### config.mk
export PLATFORM = sky130hd
export DESIGN_NAME = uart_program_dumper_flat
export DESIGN_NICKNAME = d
export VERILOG_FILES = /design/src/rtl/uart_program_dumper_if.sv /design/src/rtl/uart_program_dumper.sv /design/src/flat_wrapper.sv
export SDC_FILE = /design/constraint.sdc
export NUM_CORES = 1
export LEC_CHECK = 0
export ABC_AREA = 1
export CAP_MARGIN = 20
export CORE_UTILIZATION = 45
export CTS_CLUSTER_SIZE = 25
export DETAILED_ROUTE_END_ITERATION = 12
export GPL_ROUTABILITY_DRIVEN = 0
export PLACE_DENSITY_LB_ADDON = 0.2
export SLEW_MARGIN = 20
export SYNTH_ARGS = -nofsm -noshare
export SYNTH_HDL_FRONTEND = slang
export SYNTH_SLANG_ARGS = --single-unit
### constraint.sdc
create_clock -name CLK -period 2.1 [get_ports CLK]
set_input_delay 0.42 -clock CLK [delete_from_list [all_inputs] [get_ports CLK]]
set_output_delay 0.42 -clock CLK [all_outputs]
set_load 0.03 [all_outputs]
### src/rtl/uart_program_dumper_if.sv
// rtl/uart_program_dumper_if.sv - synchronous-read memory port used by the program dumper
interface uart_program_dumper_if;
  logic [15:0] mem_addr;
  logic [15:0] mem_rdata;

  modport master (output mem_addr, input mem_rdata);
  modport slave (input mem_addr, output mem_rdata);
endinterface

### src/rtl/uart_program_dumper.sv
// rtl/uart_program_dumper.sv - reads a block of 16-bit words and sends count + words over an 8N1 UART line
module uart_program_dumper #(
  parameter int CLK_FREQ = 50_000_000,
  parameter int BAUD = 9600
) (
  input  logic                         CLK,
  input  logic                         RESET,
  input  logic                         start,
  input  logic [15:0]                  start_addr,
  input  logic [15:0]                  word_count,
  uart_program_dumper_if.master        mem,
  output logic                         tx,
  output logic                         busy,
  output logic                         done
);

  localparam int BAUD_DIV = CLK_FREQ / BAUD;
  localparam int CW = $clog2(BAUD_DIV);

  typedef enum logic [1:0] {TX_IDLE, TX_START, TX_DATA, TX_STOP} tx_state_t;
  typedef enum logic [2:0] {IDLE, CNT_L, CNT_H, FETCH, LATCH, W_L, W_H, FINISH} state_t;

  tx_state_t       tx_state, tx_state_n;
  logic [CW-1:0]   baud_cnt, baud_cnt_n;
  logic [2:0]      bit_idx, bit_idx_n;
  logic [7:0]      shreg, shreg_n;
  logic            load;
  logic [7:0]      load_byte;
  logic            eng_idle;
  logic            bit_end;

  state_t          state, state_n;
  logic [15:0]     addr, addr_n;
  logic [15:0]     cnt, cnt_n;
  logic [15:0]     remaining, remaining_n;
  logic [15:0]     word, word_n;
  logic [15:0]     maddr_q, maddr_n;

  assign eng_idle = (tx_state == TX_IDLE);
  assign bit_end  = (baud_cnt == CW'(BAUD_DIV - 1));

  always_ff @(posedge CLK) begin
    if (!RESET) begin
      tx_state <= TX_IDLE;
      baud_cnt <= '0;
      bit_idx  <= '0;
      shreg    <= '0;
    end else begin
      tx_state <= tx_state_n;
      baud_cnt <= baud_cnt_n;
      bit_idx  <= bit_idx_n;
      shreg    <= shreg_n;
    end
  end

  always_comb begin
    tx_state_n = tx_state;
    baud_cnt_n = baud_cnt;
    bit_idx_n  = bit_idx;
    shreg_n    = shreg;
    if (tx_state != TX_IDLE) baud_cnt_n = bit_end ? '0 : baud_cnt + 1'b1;
    case (tx_state)
      TX_IDLE: if (load) begin
        tx_state_n = TX_START;
        baud_cnt_n = '0;
        bit_idx_n  = '0;
        shreg_n    = load_byte;
      end
      TX_START: if (bit_end) tx_state_n = TX_DATA;
      TX_DATA: if (bit_end) begin
        shreg_n   = {1'b0, shreg[7:1]};
        bit_idx_n = bit_idx + 3'd1;
        if (bit_idx == 3'd7) tx_state_n = TX_STOP;
      end
      TX_STOP: if (bit_end) tx_state_n = TX_IDLE;
      default: tx_state_n = TX_IDLE;
    endcase
  end

  always_comb begin
    case (tx_state)
      TX_START: tx = 1'b0;
      TX_DATA:  tx = shreg[0];
      default:  tx = 1'b1;
    endcase
  end

  always_ff @(posedge CLK) begin
    if (!RESET) begin
      state     <= IDLE;
      addr      <= '0;
      cnt       <= '0;
      remaining <= '0;
      word      <= '0;
      maddr_q   <= '0;
    end else begin
      state     <= state_n;
      addr      <= addr_n;
      cnt       <= cnt_n;
      remaining <= remaining_n;
      word      <= word_n;
      maddr_q   <= maddr_n;
    end
  end

  // FETCH waits for the line to go idle so the 3-cycle pre-word gap is fixed.
  always_comb begin
    state_n     = state;
    addr_n      = addr;
    cnt_n       = cnt;
    remaining_n = remaining;
    word_n      = word;
    maddr_n     = maddr_q;
    load        = 1'b0;
    load_byte   = 8'h00;
    done        = 1'b0;
    case (state)
      IDLE: if (start) begin
        addr_n      = start_addr;
        cnt_n       = word_count;
        remaining_n = word_count;
        state_n     = CNT_L;
      end
      CNT_L: if (eng_idle) begin
        load      = 1'b1;
        load_byte = cnt[7:0];
        state_n   = CNT_H;
      end
      CNT_H: if (eng_idle) begin
        load      = 1'b1;
        load_byte = cnt[15:8];
        state_n   = (cnt == 16'd0) ? FINISH : FETCH;
      end
      FETCH: if (eng_idle) begin
        maddr_n = addr;
        state_n = LATCH;
      end
      LATCH: begin
        word_n  = mem.mem_rdata;
        state_n = W_L;
      end
      W_L: if (eng_idle) begin
        load      = 1'b1;
        load_byte = word[7:0];
        state_n   = W_H;
      end
      W_H: if (eng_idle) begin
        load        = 1'b1;
        load_byte   = word[15:8];
        remaining_n = remaining - 16'd1;
        addr_n      = addr + 16'd1;
        state_n     = (remaining == 16'd1) ? FINISH : FETCH;
      end
      FINISH: if (eng_idle) begin
        done    = 1'b1;
        state_n = IDLE;
      end
      default: state_n = IDLE;
    endcase
  end

  assign busy = (state != IDLE) && !done;
  assign mem.mem_addr = (state == FETCH) ? addr : maddr_q;

endmodule

### src/flat_wrapper.sv
// flat-port wrapper written by rule: the top's interface ports become plain ports
module uart_program_dumper_flat 
#(
  parameter int CLK_FREQ = 50_000_000,
  parameter int BAUD = 9600
)
  (CLK, RESET, start, start_addr, word_count, tx, busy, done, mem_mem_addr, mem_mem_rdata);
  uart_program_dumper_if mem_i ();
  input  logic CLK;
  input  logic RESET;
  input  logic start;
  input  logic [15:0] start_addr;
  input  logic [15:0] word_count;
  output logic tx;
  output logic busy;
  output logic done;
  output wire logic [$bits(mem_i.mem_addr)-1:0] mem_mem_addr;
  input wire logic [$bits(mem_i.mem_rdata)-1:0] mem_mem_rdata;
  assign mem_mem_addr = mem_i.mem_addr;
  assign mem_i.mem_rdata = mem_mem_rdata;
  uart_program_dumper #(.CLK_FREQ(CLK_FREQ), .BAUD(BAUD)) u_core (.CLK(CLK), .RESET(RESET), .start(start), .start_addr(start_addr), .word_count(word_count), .mem(mem_i), .tx(tx), .busy(busy), .done(done));
endmodule
==> flow_metrics.env <==
export IMPL_synth_xor_area_share_pct=0.2926
export IMPL_setup_viol=0
export IMPL_worstPathRequired_ns=1.68
export IMPL_area_growth_pct=22.55
export IMPL_slew_viol_final=0
export IMPL_synth_area_top_cells="dfxtp_1, nand2_1, o21ai_0"
export IMPL_setup_slack_ns=0.05255
export IMPL_die_y_um=117.3
export IMPL_skew_ns=0.006174
export IMPL_route_vias_total=6093
export IMPL_diodes=0
export IMPL_antenna_found_initial=0
export IMPL_drc_errors=0
export IMPL_synthCells=953
export IMPL_ys_ff_latch=109
export IMPL_via_per_inst=5.073
export IMPL_grt_pass1_wl_um=25660
export IMPL_worst_pin_slew_ns=0.5274
export IMPL_num_rows=41
export IMPL_cts_root_buffer="clkbuf_16"
export IMPL_clk_pin_slew_ns=0.07
export IMPL_path_max_fanout=4
export IMPL_rsz0062_at_grt="true"
export IMPL_rr_startpoint="u_core.state[0]$_SDFFE_PN0P_"
export IMPL_max_slew_margin_rel_pct=64.57
export IMPL_fillers=1268
export IMPL_ys_warnings_count=0
export IMPL_synth_avg_cell_area_um2=6.282
export IMPL_grt_overflow=0
export IMPL_htree_levels=3
export IMPL_port_buffer_count=69
export IMPL_pin_count=70
export IMPL_synthesis_nets=1018
export IMPL_netSwitchingFraction_pct=40.81
export IMPL_die_width_um=117.3
export IMPL_period_share_pct=97.50
export IMPL_grt_pass1_vias=5267
export IMPL_start_util_pct=46.87
export IMPL_cp_arrival_ns=1.63
export IMPL_fmax_mhz=488.4
export IMPL_ant_nets=0
export IMPL_dpl_hpwl_um=11080
export IMPL_p_leak_nw=2.953
export IMPL_synth_top_cell_area_share_pct=36.45
export IMPL_peakVddDrop_uv=549.6
export IMPL_drive_above_1_share_pct=8.844
export IMPL_syn_cell_area_um2=5987
export IMPL_startpoint="u_core.state[1]$_SDFFE_PN0P_"
export IMPL_power_density_nw_per_um2=1085
export IMPL_synth_simple_gate_area_share_pct=33.15
export IMPL_ctsHoldBuffers=0
export IMPL_cts_sinks=109
export IMPL_drt_pass1_iter_count=5
export IMPL_track_usage_pct=22.80
export IMPL_period_needed_ns=2.047
export IMPL_min_from="RESET"
export IMPL_crit_end="mem_mem_addr[8]"
export IMPL_clk_latency_ns=0.35
export IMPL_power_switching_mw=3.248
export IMPL_synth_adder_area_share_pct=2.926
export IMPL_min_path_type="in -> reg"
export IMPL_synth_compound_area_share_pct=17.72
export IMPL_outcome="complete, no violations"
export IMPL_crit_type="reg -> out"
export IMPL_synth_top_family_by_area="simple AND/OR/NAND/NOR gates"
export IMPL_synthMuxAreaShare_pct=0
export IMPL_synthDistinctLibCells=32
export IMPL_drv_cap=0
export IMPL_yosys_area_top_type="dfxtp_1"
export IMPL_numCtsBuffers=9
export IMPL_start_kind="flip-flop"
export IMPL_cts_tree="done"
export IMPL_clkPwrFrac_pct=20.6
export IMPL_r2r_setup_slack_ns=0.11
export IMPL_pwr_share_seq_pct=37.4
export IMPL_pre_cts_slack_ns=0.08631
export IMPL_die_area_um2=13770
export IMPL_r2r_cells=10
export IMPL_drt_initial_drc_count=466
export IMPL_yosysSeqAreaShare_pct=36.45
export IMPL_hold_violations=0
export IMPL_core_area_um2=12770
export IMPL_final_cells=1201
export IMPL_dp_cells=1184
export IMPL_power_frac_comb_pct=42.0
export IMPL_grt_start_max_net_pins=59
export IMPL_nets=1092
export IMPL_cts_buffer_depth=2
export IMPL_r2r_end="u_core.remaining[12]$_SDFFE_PN0P_"
export IMPL_p_int_mw=4.710
export IMPL_end_kind="output pin"
export IMPL_wl_per_cell_um=13.02
export IMPL_finalWirelength_um=15640
## metal layers
metal	global-route usage [%]	wire (um)	part of all wire, %	vias to the layer above
li1	-	-	-	3225
met1	32.15	7915	51	2757
met2	35.43	6938	44	101
met3	4.572	645	4.1	10
met4	5.438	136	0.87	0
met5	0	0	0	-
## area by class of cell
type | count | area (um^2) | area share (%)
repair buffers | 102 | 982.2 | 13.39
flip-flops and latches | 109 | 2190 | 29.84
inverters | 100 | 385.4 | 5.252
clock inverters | 2 | 37.54 | 0.5116
well taps | 172 | 215.2 | 2.933
clock buffers | 11 | 232.7 | 3.172
multi-input cells | 705 | 3294 | 44.90
## cell families after synthesis
logic type                 count (synthesis)
AOI/OAI and AO/OA                        205
xor gates and xnor gates                   2
adders and majority gates                 14
buffers and inverters                    139
DFF                                      109
and+or+nand+nor                          484
## sequential cells by signal, summed over array words and instances (netlist names)
| register | cells |
|---|---|
| u_core.addr | 16 |
| u_core.baud_cnt | 13 |
| u_core.bit_idx | 3 |
| u_core.cnt | 16 |
| u_core.maddr_q | 16 |
| u_core.remaining | 16 |
| u_core.shreg | 8 |
| u_core.state | 3 |
| u_core.tx_state | 2 |
| u_core.word | 16 |
## what timing repair did
action	4_1_cts	5_1_grt
setup buffers	1	1
pin swaps	0	2
gates resized for setup	9	35
gates cloned	1	2
setup endpoints to repair	18	29
## layout by cell type (no fill, tap or decap), types with 2 or more instances in the layout
| cell | netlist | final |
|---|---|---|
| clkdlybuf4s50_1 | 0 | 49 |
| a21oi_1 | 78 | 78 |
| nand4_1 | 21 | 21 |
| nor2_1 | 153 | 152 |
| nand2_2 | 0 | 7 |
| a31oi_1 | 3 | 3 |
| or2_2 | 5 | 5 |
| buf_4 | 3 | 43 |
| inv_4 | 1 | 2 |
| dfxtp_4 | 0 | 2 |
| o21ai_2 | 0 | 5 |
| buf_12 | 0 | 5 |
| nand2_1 | 237 | 230 |
| o21ai_1 | 1 | 11 |
| inv_1 | 96 | 95 |
| ha_1 | 14 | 13 |
| dfxtp_1 | 109 | 107 |
| nor3_1 | 8 | 8 |
| xor2_1 | 2 | 2 |
| nand3b_1 | 2 | 2 |
| nand3_2 | 2 | 2 |
| o21ai_0 | 115 | 100 |
| o21a_1 | 2 | 2 |
| clkinv_1 | 2 | 2 |
| nand3_1 | 54 | 54 |
| clkbuf_16 | 0 | 11 |
| clkbuf_1 | 26 | 2 |
## power groups by stage
| stage | Combinational, mW | Clock, mW | Sequential (mW) |
|---|---|---|---|
| final | 3.35 | 1.64 | 2.98 |
| after global routing | 3.82 | 1.75 | 3.04 |
| after CTS | 3.31 | 1.68 | 2.95 |
| after detailed placement | 3.30 | 0 | 2.99 |
| after global placement | 3.26 | 0 | 2.98 |
| after floorplan | 2.42 | 0 | 2.87 |
## metrics by stage
stage	area (um^2)	power (mW)	hold slack, ns	utilization [%]	TNS [ns]
final	7337	7.958	0.4462	57.44	0
after global routing	7337	8.612	0.4667	57.44	-0.2187
after CTS	7239	7.940	0.4364	56.68	-0.08362
after detailed placement	6914	6.282	0.4372	54.13	0
after global placement	6914	6.240	0.4328	54.13	0
after floorplan	5987	5.283	0.4245	-	0
## critical path, stage by stage, from the launching register on
cell and delay (ns):
dfxtp_4 0.37, ha_4 0.16, inv_4 0.04, nor2_4 0.11, buf_12 0.14, clkbuf_16 0.14
nand2_2 0.04, o21ai_1 0.09, buf_4 0.18
## worst min-delay path by stage
stage,depth (start not counted),to,slack [ns]
3_5_place_dp,2,u_core.maddr_q[3]$_SDFFE_PN0P_,0.44
5_1_grt,3,u_core.maddr_q[6]$_SDFFE_PN0P_,0.47
4_1_cts,3,u_core.maddr_q[12]$_SDFFE_PN0P_,0.44
3_3_place_gp,2,u_core.maddr_q[3]$_SDFFE_PN0P_,0.43
2_1_floorplan,2,u_core.maddr_q[10]$_SDFFE_PN0P_,0.42
6_report,3,u_core.maddr_q[10]$_SDFFE_PN0P_,0.45
## cell usage after synthesis
cell      instances
or2_2             5
buf_4             3
nor2_1          153
nor4_1            1
ha_1             14
o21ai_1           1
o31ai_1           1
xor2_1            2
inv_1            96
nand2_1         237
inv_2             1
nand3_2           2
o221ai_1          1
inv_4             1
o21a_1            2
a21oi_1          78
buf_6             3
nand4_1          21
a21oi_2           1
clkbuf_1         26
o21ai_0         115
and2_1            1
buf_2             7
nand3b_1          2
a211oi_1          1
a21boi_0          1
nor3_1            8
a31oi_1           3
a21oi_4           1
clkinv_1          2
nand3_1          54
dfxtp_1         109
No activity file was read; power rests on OpenSTA's default activity.
